**src/rtl/aclk_pkg.sv**
```systemverilog
// Shared types and limits for the alarm-clock time-of-day counter.
package aclk_pkg;

    typedef logic [3:0] bcd_t;

    localparam bcd_t MIN_LS_MAX      = 4'd9;
    localparam bcd_t MIN_MS_MAX      = 4'd5;
    localparam bcd_t HR_MS_MAX       = 4'd2;
    localparam bcd_t HR_LS_MAX_AT_20 = 4'd3;

    // Two-digit BCD of a binary value 0..99, {tens, units}; used for reset constants.
    function automatic logic [7:0] bin_to_bcd2(input int unsigned v);
        logic [3:0] tens;
        logic [3:0] units;
        tens  = 4'((v / 10) % 10);
        units = 4'(v % 10);
        return {tens, units};
    endfunction

endpackage

```
**src/rtl/aclk_bcd_digit.sv**
```systemverilog
// One BCD counter digit with load, increment and a runtime wrap limit.
module aclk_bcd_digit
    import aclk_pkg::*;
#(
    parameter bcd_t INIT = 4'd0
) (
    input  logic clk,
    input  logic reset,
    input  logic load,
    input  bcd_t load_val,
    input  logic inc_en,
    input  bcd_t max,
    output bcd_t digit,
    output logic carry
);

    bcd_t digit_q;
    bcd_t digit_d;
    logic at_max;

    // >= rather than == so a digit can never run past its limit if the limit shrinks.
    assign at_max = (digit_q >= max);
    assign carry  = inc_en && at_max;
    assign digit  = digit_q;

    always_comb begin
        digit_d = digit_q;
        if (load) begin
            digit_d = load_val;
        end else if (inc_en) begin
            digit_d = at_max ? 4'd0 : digit_q + 4'd1;
        end
    end

    always_ff @(posedge clk) begin
        if (reset) begin
            digit_q <= INIT;
        end else begin
            digit_q <= digit_d;
        end
    end

endmodule

```
**src/rtl/aclk_counter.sv**
```systemverilog
// 24-hour BCD time-of-day counter advanced by a one-minute strobe, with validated parallel load.
module aclk_counter
    import aclk_pkg::*;
#(
    parameter int unsigned INIT_HOUR = 0,
    parameter int unsigned INIT_MIN  = 0
) (
    input  logic clk,
    input  logic reset,
    input  logic one_minute,
    input  logic load_new_c,
    input  bcd_t new_hr_ms,
    input  bcd_t new_hr_ls,
    input  bcd_t new_min_ms,
    input  bcd_t new_min_ls,
    output bcd_t cur_hr_ms,
    output bcd_t cur_hr_ls,
    output bcd_t cur_min_ms,
    output bcd_t cur_min_ls,
    output logic hour_tick,
    output logic day_tick,
    output logic load_err
);

    localparam logic [7:0] INIT_HR_BCD  = bin_to_bcd2(INIT_HOUR);
    localparam logic [7:0] INIT_MIN_BCD = bin_to_bcd2(INIT_MIN);

    logic load_valid;
    logic load_ok;
    logic inc;
    logic min_ls_carry;
    logic min_ms_carry;
    logic hr_ls_carry;
    logic hr_ms_carry;
    bcd_t hr_ls_max;

    logic hour_tick_q;
    logic day_tick_q;
    logic load_err_q;

    assign load_valid = (new_hr_ms <= HR_MS_MAX) && (new_hr_ls <= MIN_LS_MAX) &&
                        (new_min_ms <= MIN_MS_MAX) && (new_min_ls <= MIN_LS_MAX) &&
                        !((new_hr_ms == HR_MS_MAX) && (new_hr_ls > HR_LS_MAX_AT_20));

    assign load_ok = load_new_c && load_valid;
    // Any load request, accepted or not, swallows a same-cycle minute strobe.
    assign inc     = one_minute && !load_new_c;

    assign hr_ls_max = (cur_hr_ms == HR_MS_MAX) ? HR_LS_MAX_AT_20 : MIN_LS_MAX;

    aclk_bcd_digit #(.INIT(INIT_MIN_BCD[3:0])) u_min_ls (
        .clk      (clk),
        .reset    (reset),
        .load     (load_ok),
        .load_val (new_min_ls),
        .inc_en   (inc),
        .max      (MIN_LS_MAX),
        .digit    (cur_min_ls),
        .carry    (min_ls_carry)
    );

    aclk_bcd_digit #(.INIT(INIT_MIN_BCD[7:4])) u_min_ms (
        .clk      (clk),
        .reset    (reset),
        .load     (load_ok),
        .load_val (new_min_ms),
        .inc_en   (min_ls_carry),
        .max      (MIN_MS_MAX),
        .digit    (cur_min_ms),
        .carry    (min_ms_carry)
    );

    aclk_bcd_digit #(.INIT(INIT_HR_BCD[3:0])) u_hr_ls (
        .clk      (clk),
        .reset    (reset),
        .load     (load_ok),
        .load_val (new_hr_ls),
        .inc_en   (min_ms_carry),
        .max      (hr_ls_max),
        .digit    (cur_hr_ls),
        .carry    (hr_ls_carry)
    );

    aclk_bcd_digit #(.INIT(INIT_HR_BCD[7:4])) u_hr_ms (
        .clk      (clk),
        .reset    (reset),
        .load     (load_ok),
        .load_val (new_hr_ms),
        .inc_en   (hr_ls_carry),
        .max      (HR_MS_MAX),
        .digit    (cur_hr_ms),
        .carry    (hr_ms_carry)
    );

    always_ff @(posedge clk) begin
        if (reset) begin
            hour_tick_q <= 1'b0;
            day_tick_q  <= 1'b0;
            load_err_q  <= 1'b0;
        end else begin
            hour_tick_q <= min_ms_carry;
            day_tick_q  <= hr_ms_carry;
            load_err_q  <= load_new_c && !load_valid;
        end
    end

    assign hour_tick = hour_tick_q;
    assign day_tick  = day_tick_q;
    assign load_err  = load_err_q;

endmodule

```
**config.mk**
```make
export PLATFORM = sky130hd
export DESIGN_NAME = aclk_counter
export DESIGN_NICKNAME = d
export VERILOG_FILES = /design/src/rtl/aclk_pkg.sv /design/src/rtl/aclk_bcd_digit.sv /design/src/rtl/aclk_counter.sv
export SDC_FILE = /design/constraint.sdc
export NUM_CORES = 1
export LEC_CHECK = 0
export ABC_AREA = 1
export CORE_AREA = 4 4 54 76
export DETAILED_ROUTE_END_ITERATION = 8
export DIE_AREA = 0 0 58 80
export HOLD_SLACK_MARGIN = 0.12
export PLACE_DENSITY = 0.9
export SYNTH_ARGS = -nofsm -noshare
export SYNTH_HDL_FRONTEND = slang
export SYNTH_HIERARCHICAL = 1
export SYNTH_SLANG_ARGS = --single-unit
```
**constraint.sdc**
```tcl
create_clock -name clk -period 3 [get_ports clk]
set_clock_uncertainty 0.05 [all_clocks]
set_input_delay 0.9 -clock clk [delete_from_list [all_inputs] [get_ports clk]]
set_output_delay 0.9 -clock clk [all_outputs]
set_load 0.01 [all_outputs]
```
After elaboration in Yosys (flattened, before gate mapping). Cells that the tools add are included.

Bits in writable memories: 0. Register bits: 19. Logic and storage cells: 54. Input port bits: 20. Memories kept: 0. Output and inout port bits: 19. ROM bits: 0. Latch bits: 0.

Equal/unequal tests: 2. Reductions and logical operators: 19. Shift operators: 0. $add $sub $neg: 4. Order comparisons: 9. Multiply operators: 0. Bitwise logic cells: 0. Muxes and demuxes: 13. Div/mod/pow operators: 0.

Operator list (count): $mux 4 (13); $add 4x1->4 const B (4); $logic_and 1x1->1 (12); $eq 4x2->1 const B (2); $le 4x4->1 const B (2); $reduce_bool 2->1 (4); $ge 4x2->1 const B (1); $ge 4x3->1 const B (1); $ge 4x4->1 (1); $ge 4x4->1 const B (1); $gt 4x2->1 const B (1); $le 4x2->1 const B (1); $le 4x3->1 const B (1); $logic_not 1->1 (3).

Longest topological paths before layout.
Depth after elaboration: 7. Gate-level depth with buffers: 18. Depth with buffers taken out: 18.

Modules after synthesis. Netlist, hierarchy kept.

Modules (own cells, without submodules): aclk_bcd_digit (cells each 55, area each 366.6 um2, seq. area each 80.1 um2, instances 4); aclk_counter (cells each 37, area each 211.5 um2, seq. area each 60.1 um2, instances 1).

Least setup slack after synthesis. OpenSTA, ideal clock, no wires.

Path kind: input port to flip-flop. From: input port new_hr_ms[2]. To: register u_hr_ls.digit_q[3], in the netlist u_hr_ls/digit[3]. Data arrival time: 2.265 ns. Required time: 2.839 ns. Cell stages on the path: 9. Path buffers: 0. Library setup time: 0.111 ns. Slack: 0.574 ns. Path through: nor2_1 -> nand2_1 -> nor2_2 -> nand3_2 -> nor2_2 -> nor2_1 -> a22o_1 -> nor2_1 -> nor2_1.

Word-level cells in the longest chain between the ends: 7. Elaborated cells on any way between the ends: 11. Classes of those cells: 1 x order compare; 1 x eq/ne; 1 x mux; 8 x reduce/logical.

Ends and longest elaborated chain: from (decl) (line aclk_counter.sv:12) `input bcd_t new_hr_ms,`; $le 4x2->1 (line aclk_counter.sv:41) `assign load_valid = (new_hr_ms <= HR_MS_MAX) && (new_hr_ls <= MIN_LS_MAX) &&`; $logic_and 1x1->1 (2 in a row) (line aclk_counter.sv:41); $logic_and 1x1->1 (line aclk_counter.sv:42) `(new_min_ms <= MIN_MS_MAX) && (new_min_ls <= MIN_LS_MAX) &&`; $logic_and 1x1->1 * (line aclk_counter.sv:42); $logic_and 1x1->1 * (line aclk_counter.sv:45) `assign load_ok = load_new_c && load_valid;`; named net load_ok (line aclk_counter.sv:29) `logic load_ok;`; $mux 4 or $reduce_bool 2->1 (tied branches); to (signal assigned) (line aclk_bcd_digit.sv:39) `digit_q <= digit_d;`; to (decl) (line aclk_bcd_digit.sv:17) `bcd_t digit_q;`.

The timed path passes the listed nets; every way through them passes the cells marked *. A chain may end at the register's enable or synchronous reset.

Final worst setup path.
From: input port new_hr_ls[3]. To: register u_min_ls.digit_q[3], in the netlist u_min_ls/digit[3].

Word-level cells in the longest chain between the ends: 7. Elaborated cells on any way between the ends: 11. Classes of those cells: 2 x order compare; 1 x mux; 8 x reduce/logical.

Ends and longest elaborated chain: from (decl) (line aclk_counter.sv:13) `input bcd_t new_hr_ls,`; $le 4x4->1 (line aclk_counter.sv:41); $logic_and 1x1->1 (2 in a row) (line aclk_counter.sv:41); $logic_and 1x1->1 (line aclk_counter.sv:42); $logic_and 1x1->1 * (line aclk_counter.sv:42); $logic_and 1x1->1 * (line aclk_counter.sv:45); named net load_ok (line aclk_counter.sv:29); $mux 4 or $reduce_bool 2->1 (tied branches); to (signal assigned) (line aclk_bcd_digit.sv:39); to (decl) (line aclk_bcd_digit.sv:17).

Marked as above.

==> run metrics <==
status completed; dpl cell area around 2200 sq um; Cell Area, Synth 1680 sq um; largest net degree at the start of global routing 21; fmax 395 MHz; via/cell ratio 5.15; Final ANT Viol Nets 0; DRC Markers 0; GRT overflow 0; width of the die 58 um; vias in the first global route 1718; cell mode on critical path nor2_1; Lkg Pwr 1.06 nW; EDFF count, synth 0; drt first pass iters 4; aggregate routed wire length just over 4 mm; async set-or-reset flop fraction in the synthesized netlist 0; Sum Neg Setup Slack 0 ns; Worst EP arrival 2.61 ns; worst hold path type reg2reg; CP required slightly above 3 ns; drt initial violations just under 90; Avg Inst Size Synth 6.53 sq um; first-pass GRT wire length 6.83 mm; CTS tree done; Distinct cells, synth 19; CTS Buf Count 3; num ports 39; cts hold-fix bufs 0; register area share after synthesis 0.227; chip height roughly 80 um; diodes inserted 0; Placer Congestion 0.859; Power Dens Cells 246 nW/um^2; Hold Vio Cnt, Final 0; Syn Inst Count 257; layout cells sized above 1 0.0831; Final Critical Period 2.53 ns; CP max FO 20; initial antenna violation count 0; Via Count around 1800; switch share 0.263; hold_ws 0.615 ns; post-cts resize count 0; Worst setup EP type flop; warnings from Yosys 6; design area 2230 sq um; H-tree Lvls 1; register bit total from synthesis 19; critical path startpoint category input pin; CTS Buffer Depth 2; clock power share 0.327; Slew Limit Fails 0; area grow syn2layout 32.7%; Clock transition at path regs about 0.070 ns; period utilization 0.845; pre-CTS WS 0.234 ns; count of buffers from port buffering 38; Power Total 0.000547 W; Initial Utilization 0.497; WL/cell 11.4 um; critical path cell sequence clkdlybuf4s50_1 -> nand2_1 -> nand2_1 -> nor2_2 -> nand3_2 -> nor2_2 -> buf_12 -> nor2_1 -> a22o_1 -> nor2_1 -> nor2_1; CP Buf/Inv Count 2; total of max-cap violations 0; setup violators final 0; All-Layer GR Usage 0.180; Int Pwr 0.000403 W; Critical-path top delay cell clkdlybuf4s50_1; Seq pwr share 0.479; Die Area 4640 sq um; Post-CTS Setup Repair Bufs 0; crit-path max cell delay 0.48 ns; clk_lat worst skew 0.26 ns; CTS sink count 19; RSZ-0062 raised after global routing false; Gate power share 0.194; Post-DP HPWL 3.11 mm; Setup WS post-layout 0.465 ns; Crit Path Category in2reg; critical path's top delay family simple AND/OR/NAND/NOR gates; core area 3380 sq um; Root Buffer clkbuf_8; peak supply drop about 160 uV; fin nets 354; Top FF cell, synth dfxtp_1; Rows 25; sw power about 0.00014 W
-- cells in the mapped netlist (5+ instances only) --
master	count	area share
a21oi_1	12	0.036
ha_1	20	0.15
a22oi_1	12	0.054
nand3_2	5	0.030
nor2_1	36	0.081
nand4_1	20	0.075
dfxtp_1	19	0.23
inv_1	58	0.13
nand2_1	45	0.10
-- metrics by stage --
step	util	cells
finish	0.659	353
global route	0.659	353
CTS	0.659	353
detailed placement	0.646	349
global placement	0.646	349
floorplan	-	269
-- layout by cell type, fill, tap and decap left out, types with 2 or more instances in the layout --
master / instances
a21oi_2: 4
a22oi_1: 12
inv_2: 4
nand3_1: 4
clkbuf_8: 3
clkdlybuf4s50_1: 38
nand3_2: 5
inv_1: 58
conb_1: 14
nand3b_1: 4
dfxtp_1: 19
nand2_1: 45
ha_1: 20
a22o_1: 4
nor2_1: 36
nand2_2: 4
nand4_1: 20
nor2_2: 2
a21oi_1: 12
-- metal layers --
metal  vias up  routed length (um)  GRT usage
li1        934                   -          -
met4         0                  51     0.0650
met2        56                2080      0.336
met3         4                 212     0.0210
met1       825                1680      0.204
met5         -                   0          0
-- power by group through the flow --
stage | logic, W | clock network [W] | registers [W]
finish | 0.000106 | 0.000179 | 0.000262
global route | 0.000120 | 0.000193 | 0.000263
CTS | 0.000105 | 0.000183 | 0.000262
detailed placement | 0.000104 | 0 | 0.000268
global placement | 0.000102 | 0 | 0.000268
floorplan | 0.0000505 | 0 | 0.000268
-- final timing paths --
path	from	to	cells after the start	slack (ns)
worst max-delay path	new_hr_ls[3]	u_min_ls/digit[3]$_SDFFE_PP0P_	11	0.47
worst min-delay path	u_min_ls/digit[1]$_SDFFE_PP0P_	u_min_ls/digit[1]$_SDFFE_PP0P_	2	0.62
worst max register to register	u_min_ls/digit[0]$_SDFFE_PP0P_	u_hr_ms/digit[3]$_SDFFE_PP0P_	15	0.75
worst min register to register	u_min_ls/digit[1]$_SDFFE_PP0P_	u_min_ls/digit[1]$_SDFFE_PP0P_	2	0.62
-- flip-flops by register name (all words and copies together) (netlist names) --
signal          cells
u_min_ms/digit      4
u_hr_ls/digit       4
u_min_ls/digit      4
u_hr_ms/digit       4
day_tick            1
hour_tick           1
load_err            1
-- area by class of cell --
class | count | area, sq um
well taps | 40 | 50.0
inverters | 62 | 233
flip-flops and latches | 19 | 380
fillers | 294 | 1150
clock buffers | 4 | 45.0
multi-input cells | 188 | 1110
repair buffers | 40 | 408
-- worst register-to-register path: cells and delay by family (launching register included) --
| family | cells | cell delay (ns) |
|---|---|---|
| fa+ha+maj | 1 | 0.27 |
| buf+inv | 4 | 0.43 |
| flops | 1 | 0.46 |
| simple gates | 10 | 1.01 |
-- cell families (layout without fill, tap and decap cells) --
family | count (synthesis) | count (layout) | share of synthesized area
other | 2 | 14 | 0.00448
flip-flops | 19 | 19 | 0.227
adder cells (fa/ha/maj) | 20 | 20 | 0.149
buffers and inverters | 62 | 106 | 0.139
AO/OA/AOI/OAI | 33 | 33 | 0.136
AND/OR/NAND/NOR | 121 | 121 | 0.345
Note: power is estimated with default switching activity, not from simulation.
